`src/rtl/sprite_pkg.sv`:
```
// Shared definitions for the sprite line engine: screen limits, attribute
// word layout, FSM encoding and the per-line slot record.
package sprite_pkg;

   localparam logic [10:0] SCREEN_W = 11'd640;
   localparam logic [9:0]  SCREEN_H = 10'd480;

   localparam int A_EN     = 31;
   localparam int A_HFLIP  = 30;
   localparam int A_VFLIP  = 29;
   localparam int A_SIZE   = 28;
   localparam int A_RSVD   = 27;
   localparam int A_ROW_HI = 26;
   localparam int A_ROW_LO = 18;
   localparam int A_COL_HI = 17;
   localparam int A_COL_LO = 8;
   localparam int A_FRM_HI = 7;
   localparam int A_FRM_LO = 0;

   typedef enum logic [1:0] {
      ST_IDLE,
      ST_SCAN,
      ST_DRAW,
      ST_DONE
   } state_t;

   typedef struct packed {
      logic       hflip;
      logic       size;
      logic [4:0] row_off;
      logic [9:0] col;
      logic [7:0] frame;
   } slot_t;

   // Sprite edge length in pixels (sprites are square).
   function automatic logic [5:0] sprite_dim(input logic size);
      return size ? 6'd32 : 6'd16;
   endfunction

endpackage

```
`src/rtl/sprite_attr_ram.sv`:
```
// Sprite attribute RAM: one write port, one synchronous read port.
// A read and write to the same index in one cycle returns the old word.
module sprite_attr_ram #(
   parameter int DEPTH = 32,
   parameter int AW    = 5
) (
   input  logic          clk,
   input  logic          wr_en,
   input  logic [AW-1:0] wr_idx,
   input  logic [31:0]   wr_data,
   input  logic [AW-1:0] rd_idx,
   output logic [31:0]   rd_data
);

   logic [31:0] mem [DEPTH];

   always_ff @(posedge clk) begin
      if (wr_en) begin
         mem[wr_idx] <= wr_data;
      end
      rd_data <= mem[rd_idx];
   end

endmodule

```
`src/rtl/sprite_line_engine.sv`:
```
// Renders one screen line of sprites: scans the attribute RAM for hits,
// then fetches pattern pixels from an external ROM into a line buffer.
module sprite_line_engine
   import sprite_pkg::*;
#(
   parameter int          NUM_SPRITE = 32,
   parameter int          MAX_SLOT   = 8,
   parameter int          ROM_AW     = 16,
   parameter logic [15:0] TRANSP_KEY = 16'hF81F
) (
   input  logic                          clk,
   input  logic                          reset,
   input  logic                          start,
   input  logic [9:0]                    target_row,
   input  logic                          spr_wr_en,
   input  logic [$clog2(NUM_SPRITE)-1:0] spr_wr_idx,
   input  logic [31:0]                   spr_wr_data,
   output logic [ROM_AW-1:0]             rom_addr,
   input  logic [15:0]                   rom_q,
   output logic [9:0]                    pixel_col,
   output logic [15:0]                   pixel_data,
   output logic                          pixel_wren,
   output logic                          busy,
   output logic                          done,
   output logic                          overflow
);

   localparam int IW    = $clog2(NUM_SPRITE);
   localparam int SW    = $clog2(MAX_SLOT + 1);
   localparam int PW    = (MAX_SLOT > 1) ? $clog2(MAX_SLOT) : 1;
   localparam int SUM_W = (ROM_AW > 18) ? ROM_AW : 18;

   state_t         state_q, state_d;
   logic [9:0]     row_q;
   logic [IW:0]    scan_cnt;
   logic [SW-1:0]  slot_cnt;
   logic [PW-1:0]  slot_ptr;
   logic [5:0]     x_cnt;
   slot_t          slots [MAX_SLOT];

   logic [31:0]    attr;
   logic           start_ok, scan_last, hit, slot_full, accept;
   logic [9:0]     a_row, a_end, raw_off;
   logic [5:0]     a_h, hm1;
   logic [4:0]     row_off;

   slot_t          cur;
   logic [5:0]     w, xp;
   logic           issue, slot_end, draw_last;
   logic [SUM_W-1:0] addr_sum;
   logic [10:0]    col_sum;
   logic           vld_p1, in_scr_p1;
   logic           unused_bits;

   sprite_attr_ram #(
      .DEPTH (NUM_SPRITE),
      .AW    (IW)
   ) u_attr_ram (
      .clk     (clk),
      .wr_en   (spr_wr_en),
      .wr_idx  (spr_wr_idx),
      .wr_data (spr_wr_data),
      .rd_idx  (scan_cnt[IW-1:0]),
      .rd_data (attr)
   );

   assign start_ok  = start && (state_q == ST_IDLE || state_q == ST_DONE);
   assign scan_last = (scan_cnt == (IW+1)'(NUM_SPRITE));
   assign busy      = (state_q == ST_SCAN) || (state_q == ST_DRAW);
   assign done      = (state_q == ST_DONE);

   // Scan stage: RAM word for index scan_cnt-1 is on attr this cycle.
   always_comb begin
      a_row     = {1'b0, attr[A_ROW_HI:A_ROW_LO]};
      a_h       = sprite_dim(attr[A_SIZE]);
      a_end     = a_row + {4'b0, a_h};
      hit       = (state_q == ST_SCAN) && (scan_cnt != '0) && attr[A_EN]
                  && (row_q >= a_row) && (row_q < a_end);
      raw_off   = row_q - a_row;
      hm1       = a_h - 6'd1;
      row_off   = attr[A_VFLIP] ? (hm1[4:0] - raw_off[4:0]) : raw_off[4:0];
      slot_full = (slot_cnt == SW'(MAX_SLOT));
      accept    = hit && !slot_full;
   end

   // Draw stage p0: address issue for pixel x_cnt of the current slot.
   always_comb begin
      cur       = slots[slot_ptr];
      w         = sprite_dim(cur.size);
      xp        = cur.hflip ? (w - 6'd1 - x_cnt) : x_cnt;
      issue     = (state_q == ST_DRAW) && (slot_cnt != '0) && (x_cnt < w);
      slot_end  = (x_cnt == w);
      draw_last = (slot_cnt == '0) || (slot_end && slot_ptr == '0);
      addr_sum  = (SUM_W'(cur.frame) << 8) + SUM_W'(cur.row_off) * SUM_W'(w)
                  + SUM_W'(xp);
      col_sum   = {1'b0, cur.col} + {5'b0, x_cnt};
      rom_addr  = issue ? addr_sum[ROM_AW-1:0] : '0;
   end

   always_comb begin
      state_d = state_q;
      case (state_q)
         ST_IDLE, ST_DONE: begin
            if (start) begin
               state_d = (target_row >= SCREEN_H) ? ST_DONE : ST_SCAN;
            end
         end
         ST_SCAN: begin
            if (scan_last) state_d = ST_DRAW;
         end
         ST_DRAW: begin
            if (draw_last) state_d = ST_DONE;
         end
         default: state_d = ST_IDLE;
      endcase
   end

   always_ff @(posedge clk or negedge reset) begin
      if (!reset) begin
         state_q <= ST_IDLE;
      end else begin
         state_q <= state_d;
      end
   end

   always_ff @(posedge clk or negedge reset) begin
      if (!reset) begin
         scan_cnt <= '0;
         slot_cnt <= '0;
         slot_ptr <= '0;
         x_cnt    <= '0;
         overflow <= 1'b0;
      end else if (start_ok) begin
         scan_cnt <= '0;
         slot_cnt <= '0;
         slot_ptr <= '0;
         x_cnt    <= '0;
         overflow <= 1'b0;
      end else if (state_q == ST_SCAN) begin
         scan_cnt <= scan_cnt + 1'b1;
         if (accept) begin
            slot_cnt <= slot_cnt + 1'b1;
            slot_ptr <= slot_cnt[PW-1:0];
         end else if (hit) begin
            overflow <= 1'b1;
         end
      end else if (state_q == ST_DRAW) begin
         x_cnt <= slot_end ? 6'd0 : x_cnt + 6'd1;
         if (slot_end && slot_ptr != '0) begin
            slot_ptr <= slot_ptr - 1'b1;
         end
      end
   end

   always_ff @(posedge clk) begin
      if (start_ok) begin
         row_q <= target_row;
      end
      if (accept) begin
         slots[slot_cnt[PW-1:0]] <= '{hflip:   attr[A_HFLIP],
                                      size:    attr[A_SIZE],
                                      row_off: row_off,
                                      col:     attr[A_COL_HI:A_COL_LO],
                                      frame:   attr[A_FRM_HI:A_FRM_LO]};
      end
   end

   // Stage p1: ROM data returns one cycle after its address.
   always_ff @(posedge clk or negedge reset) begin
      if (!reset) begin
         vld_p1    <= 1'b0;
         in_scr_p1 <= 1'b0;
         pixel_col <= '0;
      end else begin
         vld_p1    <= issue;
         in_scr_p1 <= (col_sum < SCREEN_W);
         if (issue) begin
            pixel_col <= col_sum[9:0];
         end
      end
   end

   assign pixel_wren = vld_p1 && in_scr_p1 && (rom_q != TRANSP_KEY);
   assign pixel_data = vld_p1 ? rom_q : 16'h0000;

   assign unused_bits = ^{attr[A_RSVD], raw_off[9:5], hm1[5], addr_sum};

endmodule

```
`config.mk`:
```
export PLATFORM = sky130hd
export DESIGN_NAME = sprite_line_engine
export DESIGN_NICKNAME = d
export VERILOG_FILES = /design/src/rtl/sprite_pkg.sv /design/src/rtl/sprite_attr_ram.sv /design/src/rtl/sprite_line_engine.sv
export SDC_FILE = /design/constraint.sdc
export NUM_CORES = 1
export LEC_CHECK = 0
export ABC_AREA = 1
export ABC_CLOCK_PERIOD_IN_PS = 8100
export BUFFER_PORTS_ARGS = -buffer_cell sky130_fd_sc_hd__buf_2
export CAP_MARGIN = 25
export CORE_MARGIN = 2
export CORE_UTILIZATION = 55
export CTS_CLUSTER_DIAMETER = 80
export CTS_CLUSTER_SIZE = 25
export DETAILED_ROUTE_END_ITERATION = 7
export PLACE_DENSITY = 0.71
export REMOVE_ABC_BUFFERS = 1
export SETUP_SLACK_MARGIN = 0.15
export SYNTH_ARGS = -nofsm -noshare
export SYNTH_HDL_FRONTEND = slang
export SYNTH_SLANG_ARGS = --single-unit
```
`constraint.sdc`:
```
create_clock -name clk -period 8.1 [get_ports clk]
set_clock_uncertainty 0.1 [all_clocks]
set_input_delay 0.81 -clock clk [delete_from_list [all_inputs] [get_ports clk]]
set_output_delay 0.81 -clock clk [all_outputs]
set_load 0.005 [all_outputs]
```
After elaboration in Yosys (flattened, before gate mapping)
Memories as Yosys holds them, arrays and structs flattened. A register that Yosys moved wholly into a read port is not among the register bits.
Cells that the tools add are included.

cells by class
  $add $sub $neg = 13
  multiply operators = 1
  order comparisons = 5
  equality and inequality tests = 13
  multiplexer cells = 33
  reduce and logical (&&, ||, !) cells = 34

operator list
  kind                  number
  $mux 6                9
  $mux 16               2
  $add 16x11->16        1
  $add 16x6->16         1
  $ne 16x16->1 const B  1
  $mux 3                5
  $add 6x1->6 const B   2
  $logic_and 1x1->1     12
  $mux 4                3
  $add 10x6->11         1
  $lt 11x10->1 const B  1
  $mul 5x6->11          1
  $add 9x6->10          1
  $ge 10x9->1           1
  $ge 10x9->1 const B   1
  $lt 10x10->1          1
  $ne 2x2->1 const B    5
  $sub 5x5->5           2
  $reduce_and 3->1      3
  $reduce_bool 3->1     3
  $mux 1                8
  $mux 2                4
  $reduce_bool 2->1     4
  $eq 6x6->1            1
  other kinds (22)      26

word-level totals
  register bits = 44
  bits in writable memories = 1224
  input bits = 67
  output and inout bits = 46
  memories kept = 2

memories
  memory          words  bits a word  read ports  clocked after memory_dff  wr ports  RTL line                  text
  u_attr_ram.mem  32     32           1           1                         1         sprite_attr_ram.sv:15     logic [31:0] mem [DEPTH];
  slots           8      25           1           0                         1         sprite_line_engine.sv:39  slot_t slots [MAX_SLOT];

Depth between registers and ports, before layout
Gate-level depths: netlist of run 1.

  depth after elaboration = 9
  mapped depth = 27
  depth with buffers taken out = 25

Cells and area by module
A second synthesis of run 1 with hierarchy kept.

second synthesis, totals
  cells, all modules = 4672
  area total of the unflattened synthesis = 54227.0 um^2

by module, submodules not included
  module              instances  cells an instance  area an instance (um^2)  seq. area each (um^2)
  sprite_attr_ram     1          3536               42405.7                  31390.1
  sprite_line_engine  1          1136               11821.3                  7156.9

Worst setup path before layout of run 1
Ideal clock, no wire load.

  kind = register to register
  start = register u_attr_ram.rd_data[28], read port of u_attr_ram.mem
  end = memory slots[2][0] in the netlist's numbering, enable pin
  library setup time = 470 ps
  data arrival time = 4670 ps
  data required time = 7530 ps
  slack = 2860 ps
  cell stages (with the launch flop) = 14
  clock period less this slack = 5240 ps
  path through = dfxtp_1 > inv_1 > ha_1 > inv_1 > fa_1 > nor3_1 > xor2_1 > ha_1 > nand3_1 > nand3_1 > a21oi_1 > nand3_1 > buf_2 > nor4_1

on the way
  word-level cells in the longest chain between the ends = 7

ends and longest elaborated chain
  item                          RTL line                   text
  from (decl)                   sprite_attr_ram.sv:12      output logic [31:0] rd_data
  $mux 6                        sprite_pkg.sv:37           return size ? 6'd32 : 6'd16;
  $add 9x6->10                  sprite_line_engine.sv:76   a_end = a_row + {4'b0, a_h};
  $lt 10x10->1                  sprite_line_engine.sv:78   && (row_q >= a_row) && (row_q < a_end);
  $logic_and 1x1->1             sprite_line_engine.sv:78
  $logic_and 1x1->1             sprite_line_engine.sv:83   accept = hit && !slot_full;
  $mux 1                        sprite_line_engine.sv:159  if (accept) begin
  $mux 1 (not written as such)  sprite_line_engine.sv:160  slots[slot_cnt[PW-1:0]] <= '{hflip: attr[A_HFLIP],
  to (decl)                     sprite_line_engine.sv:39

Every way passes these cells.

Worst setup path after layout of run 1
  start = register slot_ptr[0]
  end = output port rom_addr[14]

on the way
  word-level cells in the longest chain between the ends = 7

ends and longest elaborated chain
  item                                                    RTL line                   text
  from (decl)                                             sprite_line_engine.sv:37   logic [PW-1:0] slot_ptr;
  from (signal assigned)                                  sprite_line_engine.sv:143  slot_ptr <= slot_cnt[PW-1:0];
  from (signal assigned)                                  sprite_line_engine.sv:150  slot_ptr <= slot_ptr - 1'b1;
  $mem_v2 8x25 (*)                                        -
  branches (longest 5 deep; another with $add 16x11->16)  -
  $mux 16 (*)                                             sprite_line_engine.sv:97   rom_addr = issue ? addr_sum[ROM_AW-1:0] : '0;
  to (decl)                                               sprite_line_engine.sv:18   output logic [ROM_AW-1:0] rom_addr,

Every way passes the cells marked *.

==> out/qor.yml, run 1 <==
final_core_util_pct: 59.2
cts.clk_slew.worst_paths_ps: 90
start_util_pct: 55.4
die-area_um2: 94800
firstDrtPassIters: 8
timing.final.crit_share_pct: 82.8
ys.flop_type: "edfxtp_1"
nets: 4143
cp-start-kind: "flip-flop"
crit_arrival_ps: 5790
htreeDepth: 2
die_h_um: 308
fp-row-count: 111
grt_overflow: 0
areaGrowthSynthToFinish_pct: 6.87
cts_resized: 0
core_area_um2: 91700
synth_top_family_by_area: "compound AO/OA/AOI/OAI gates"
crit_type: "flip-flop to output pin"
ff2ff_path_depth: 13
synth_cell_type_count: 51
rsz0062_at_grt: "false"
cts_root_buffer: "clkbuf_16"
placed_cells: 5142
grt_pass1_wl_um: 183000
cts_tree: "yes"
syn_area_um2: 50800
via_count: 32000
routed_wl_um: 124000
grt_usage_pct: 25.8
seq_area_frac_synth_pct: 73.9
slew_violations: 0
yosys.area_share.adder_pct: 1.57
cts_sinks: 1267
wl_per_cell_um: 23.7
synth-edff-count: 1202
place.gp.congestion: 0.796
required_ps: 7190
setup_violations: 0
cts_hold_buf: 0
synth-simple-area-share_pct: 10.1
die_w_um: 308
grt_max_degree: 201
detail-route-antenna-nets: 0
r2r_slack_ps: 3970
hp-class: "primary input to asynchronous set/reset pin"
syn_avg_cell_area_um2: 12.6
post_cts_buffers: 0
fin_crit_ps: 6700
slew_headroom_pct: 34.9
synth-compound-area-share_pct: 10.8
peakVddDrop_mv: 0.180
worstReg2RegEnd: "slots[3][0]$_DFFE_PP_"
yosys.area.top_type: "edfxtp_1"
dpl.hpwl_um: 63100
timing.rr.start: "u_attr_ram.rd_data[28]$_DFF_P_"
drc: 0
power_density_nw_per_um2: 294
grt_pass1_vias: 29700
status: "finished clean"
critPathMaxFanout: 100
layout-drive-gt1-share_pct: 7.60
io_buffers: 111
cts_made_buffers: 59
worstSetupEndpointType: "output pin"
antenna_found_initial: 7
synth-xor-area-share_pct: 0.276
synth_top_area_share_pct: 71.0
clk_path_buf_depth: 3
finalHoldViolCount: 0
tightest_slew_ps: 976
yosys_register_bits: 1267
maxCapViolCount: 0
worstSkewPairLatency_ps: 710
leakagePower_nw: 18.3
first_iter_violations: 4196
synth.area.top_cells: "edfxtp_1 (71%), o21ai_0 (5.3%), nor2_1 (5.1%), o22ai_1 (3.3%), nand2_1 (3.3%)"
viasPerCell: 6.11
fin_cells: 5239
async_flop_share_pct: 2.68
ioPinCount: 113
fmax_mhz: 149
synthMuxAreaShare_pct: 0.0394
yosys_warnings: 0
syn_inst: 4020
==> where the power goes <==
group	total (mW)	leakage, nW	switching, mW	internal [mW]
Clock	3.38	0.836	1.98	1.40
Combinational	4.67	5.96	3.24	1.43
Sequential	7.93	11.5	0.283	7.65
Total	16.0	18.3	5.51	10.5
==> metal layers <==
metal | share of wire, % | vias up | GRT usage (%)
met5 | 0.023 | - | 0
met4 | 2.5 | 4 | 7.23
met3 | 9.0 | 206 | 3.55
met2 | 47 | 1508 | 41.9
met1 | 41 | 15700 | 36.9
li1 | - | 14500 | -
==> cells in the final DEF, fill, tap and decap left out, drive strengths merged, types with 2 or more instances in the layout <==
cell,instances
o31ai,3
o221ai,3
nor2,685
ha,51
nand4,35
nor3b,2
dfxtp,31
xor2,10
mux2i,2
a31oi,10
or2,3
inv,127
dfrtp,34
nand2,447
a21oi,67
clkbuf,86
fa,8
nor3,9
o21bai,2
edfxtp,1202
buf,180
clkinv,10
nand3,102
o21ai,647
nor4,7
o22ai,272
xnor2,6
==> cells in the mapped netlist, types with 10 or more instances <==
master    count
nand3_1     102
o22ai_1     272
a31oi_1      10
nor2_1      684
a21oi_1      67
nand2_1     446
ha_1         51
xor2_1       10
o21ai_1     109
dfxtp_1      31
edfxtp_1   1202
clkbuf_1    128
o21ai_0     537
nand4_1      35
buf_4        20
buf_2        73
buf_6        14
inv_1       121
dfrtp_1      34
==> area by class of cell <==
cell class              instances  area (µm²)
diodes                          1        2.50
clock buffers                  86        1590
clock inverters                10         166
fillers                      7043       37400
inverters                     127         500
multi-input cells            2382       11900
flip-flops and latches       1267       37600
well taps                    1186        1480
repair buffers                180        1120
==> sequential cells by signal (all words and copies together) (netlist names) <==
signal and flops:
in_scr_p1 1, vld_p1 1, scan_cnt 6, state_q 2, row_q 10, x_cnt 6, u_attr_ram.mem 992, overflow 1
u_attr_ram.rd_data 31, pixel_col 10, slot_cnt 4, slots 200, slot_ptr 3
==> critical path, stage by stage (launching register included) <==
cell and delay (ps):
dfrtp_2 440, inv_4 680, o21ai_0 170, o22ai_1 150, inv_1 70, o21ai_2 330
inv_1 210, ha_1 250, fa_1 450, a21oi_1 200, fa_1 420, inv_1 60
ha_1 140, ha_1 170, inv_1 60, fa_1 400, inv_1 90, nand3_1 70
nand2_1 100, nand3_1 70, nand2_1 80, nand2_1 50, inv_1 90, nand2_1 60
nand2_1 50, and2_1 120, buf_2 110
==> how the worst max path moves through the flow <==
stage / start / to / slack (ps) / cells after the start
floorplan: scan_cnt[0]$_DFFE_PN0P_ / slots[0][0]$_DFFE_PP_ / -9230 / 7
global placement: slot_ptr[0]$_DFFE_PN0P_ / rom_addr[14] / 2120 / 26
detailed placement: slot_ptr[0]$_DFFE_PN0P_ / rom_addr[14] / 2060 / 26
CTS: slot_ptr[0]$_DFFE_PN0P_ / rom_addr[14] / 1330 / 26
global route: slot_ptr[0]$_DFFE_PN0P_ / rom_addr[14] / 940 / 26
finish: slot_ptr[0]$_DFFE_PN0P_ / rom_addr[14] / 1400 / 26
==> per-stage QoR <==
| step | power, mW | TNS, ps | worst slack, ps | area [µm²] | hold WS [ps] |
|---|---|---|---|---|---|
| 3_3_place_gp | 12.6 | 0 | 2120 | 52500 | 360 |
| 2_1_floorplan | 11.2 | -2073100 | -9230 | 49600 | 372 |
| 5_1_grt | 16.9 | 0 | 936 | 54300 | 214 |
| 4_1_cts | 16.0 | 0 | 1330 | 54300 | 170 |
| 3_5_place_dp | 12.7 | 0 | 2060 | 52500 | 365 |
| 6_report | 16.0 | 0 | 1400 | 54300 | 169 |
==> cells by family (layout without fill, tap and decap cells) <==
kind of cell	after synthesis	after routing
AOI/OAI and AO/OA	1011	1011
xor gates and xnor gates	16	16
adders and majority gates	59	59
buffers and inverters	371	403
DFF	1267	1267
muxes	2	2
other	0	1
and+or+nand+nor	1294	1294
Note: power is estimated with default switching activity, not from simulation.
==> run 2: changes to the inputs <==
--- a/config.mk
+++ b/config.mk
@@ -6,7 +6,7 @@
 export NUM_CORES = 1
 export LEC_CHECK = 0
 export ABC_AREA = 1
-export ABC_CLOCK_PERIOD_IN_PS = 8100
+export ABC_CLOCK_PERIOD_IN_PS = 7050
 export BUFFER_PORTS_ARGS = -buffer_cell sky130_fd_sc_hd__buf_2
 export CAP_MARGIN = 25
 export CORE_MARGIN = 2
==> constraint.sdc (replaced) <==
create_clock -name clk -period 7.05 [get_ports clk]
set_clock_uncertainty 0.1 [all_clocks]
set_input_delay 0.705 -clock clk [delete_from_list [all_inputs] [get_ports clk]]
set_output_delay 0.705 -clock clk [all_outputs]
set_load 0.005 [all_outputs]
==> run 2 against run 1 <==
Power rose by 15%; clock power increased by 16%; sequential share of layout area fell by 0.054 points; sequential cell count unchanged; worst hold slack got worse by 110 ps; register-to-register slack worse by 960 ps; wire length hardly changed; utilization rose by 0.052 points; highest routed layer unchanged.
==> out/qor.yml, run 2 (synthesized netlist as in run 1, its figures left out) <==
cts_made_buffers: 59
crit_arrival_ps: 5560
top_register: "u_attr_ram.mem"
layout-drive-gt1-share_pct: 7.65
cpLargestDelayFamily: "adder cells"
maxCapViolCount: 0
worstSkewPairLatency_ps: 690
peakVddDrop_mv: 0.236
antenna_found_initial: 9
wl_per_cell_um: 23.6
power_density_nw_per_um2: 339
tightest_slew_ps: 991
dpl.hpwl_um: 64200
die_w_um: 308
stdcell_area_um2: 54400
setup_violations: 0
grt_overflow: 0
fp-row-count: 111
crit_type: "flip-flop to output pin"
required_ps: 6240
slowest_delay_ps: 590
dpl-instance-area_um2: 52600
slew_headroom_pct: 33.8
largest_register_ffs: 992
areaGrowthSynthToFinish_pct: 6.96
place.gp.congestion: 0.807
io_buffers: 111
cts_resized: 0
grt_pass1_vias: 29900
firstDrtPassIters: 6
post_cts_buffers: 0
fin_total_pwr_mw: 18.4
cts.clk_slew.worst_paths_ps: 90
hp-class: "primary input to asynchronous set/reset pin"
finalHoldViolCount: 0
ioPinCount: 113
core_area_um2: 91700
cp_num_buf_inv: 8
cp-start-kind: "flip-flop"
viasPerCell: 6.10
cts_hold_buf: 0
cts_sinks: 1267
detail-route-antenna-nets: 0
final_core_util_pct: 59.3
tns_ps: 0
leakagePower_nw: 18.3
nets: 4142
htreeDepth: 2
slew_violations: 0
num-fill-cells: 7065
critPathMaxFanout: 37
drc: 0
grt_usage_pct: 25.9
die_h_um: 308
worstSetupEndpointType: "output pin"
grt_pass1_wl_um: 184000
status: "finished clean"
fin_crit_ps: 6370
die-area_um2: 94800
worst_path_most_repeated_cell: "inv_1"
grt_max_degree: 191
cts_root_buffer: "clkbuf_16"
rsz0062_at_grt: "false"
via_count: 32000
mostFrequentLayoutCells: "edfxtp_1 (1202), nor2_1 (649), o21ai_0 (537), nand2_1 (446), o22ai_1 (272)"
start_util_pct: 55.4
timing.final.crit_share_pct: 90.3
cts_tree: "yes"
routed_wl_um: 124000
fmax_mhz: 157
layout_commonest_cell: "edfxtp_1"
cpMaxStageDelayCell: "dfrtp_2"
first_iter_violations: 3947
clk_path_buf_depth: 3
run 2: cell count changes in the layout (fill, tap and decap cells not counted), sizes merged, moves of 2 or more:
cell,previous run,this run
clkinv,10,6
inv,127,130
clkbuf,86,88
diode,1,4
run 2: metal layers:
metal	GRT usage, %	share of wire (%)	wire, µm	vias up
li1	-	-	-	14600
met4	7.45	2.8	3460	8
met2	41.9	47	58200	1347
met1	36.7	41	51200	15900
met3	4.01	8.9	11100	215
met5	0	0.047	58	-
run 2: final cells by class:
| cell class | count | area, µm² | area share [%] |
|---|---|---|---|
| antenna | 4 | 10.0 | 0.0184 |
| sequential | 1267 | 37600 | 69.1 |
| clock inverter | 11 | 180 | 0.331 |
| clock buffer | 88 | 1600 | 2.94 |
| tap | 1186 | 1480 | 2.73 |
| timing repair buffer | 179 | 1130 | 2.08 |
| multi-input combinational | 2382 | 11900 | 21.8 |
| inverter | 127 | 507 | 0.932 |
run 2: worst register-to-register path: cells and delay by family (launching register included):
family                   cells  cell delay (ps)
AND/OR/NAND/NOR              2              850
flip-flops                   1              590
buffers and inverters        4             1050
AO/OA/AOI/OAI                4              710
adder cells (fa/ha/maj)      2              630
run 2: per-stage QoR:
stage | cells | hold slack [ps] | worst slack, ps
4_1_cts | 5240 | 74.9 | 263
2_1_floorplan | 3776 | 309 | -10280
3_3_place_gp | 5141 | 359 | 1070
3_5_place_dp | 5141 | 361 | 993
5_1_grt | 5242 | 94.8 | 165
6_report | 5244 | 55.9 | 682
run 2: path summary, 6_finish.rpt:
path / from / to / slack [ps] / depth (start not counted)
min in group clk: target_row[3] / row_q[3]$_DFFE_PP_ / 120 / 1
min: reset / pixel_col[5]$_DFFE_PN0P_ / 60 / 1
max in group asynchronous: reset / scan_cnt[1]$_DFFE_PN0P_ / 6140 / 1
max reg2reg: slot_ptr[1]$_DFFE_PN0P_ / pixel_col[5]$_DFFE_PN0P_ / 3010 / 12
min reg2reg: pixel_col[0]$_DFFE_PN0P_ / pixel_col[0]$_DFFE_PN0P_ / 380 / 2
max: slot_ptr[1]$_DFFE_PN0P_ / rom_addr[14] / 680 / 25
run 2: report_power, final:
| group | internal (mW) | total (mW) | switching, mW |
|---|---|---|---|
| clock | 1.65 | 3.93 | 2.28 |
| combinational | 1.65 | 5.34 | 3.69 |
| sequential | 8.79 | 9.15 | 0.357 |
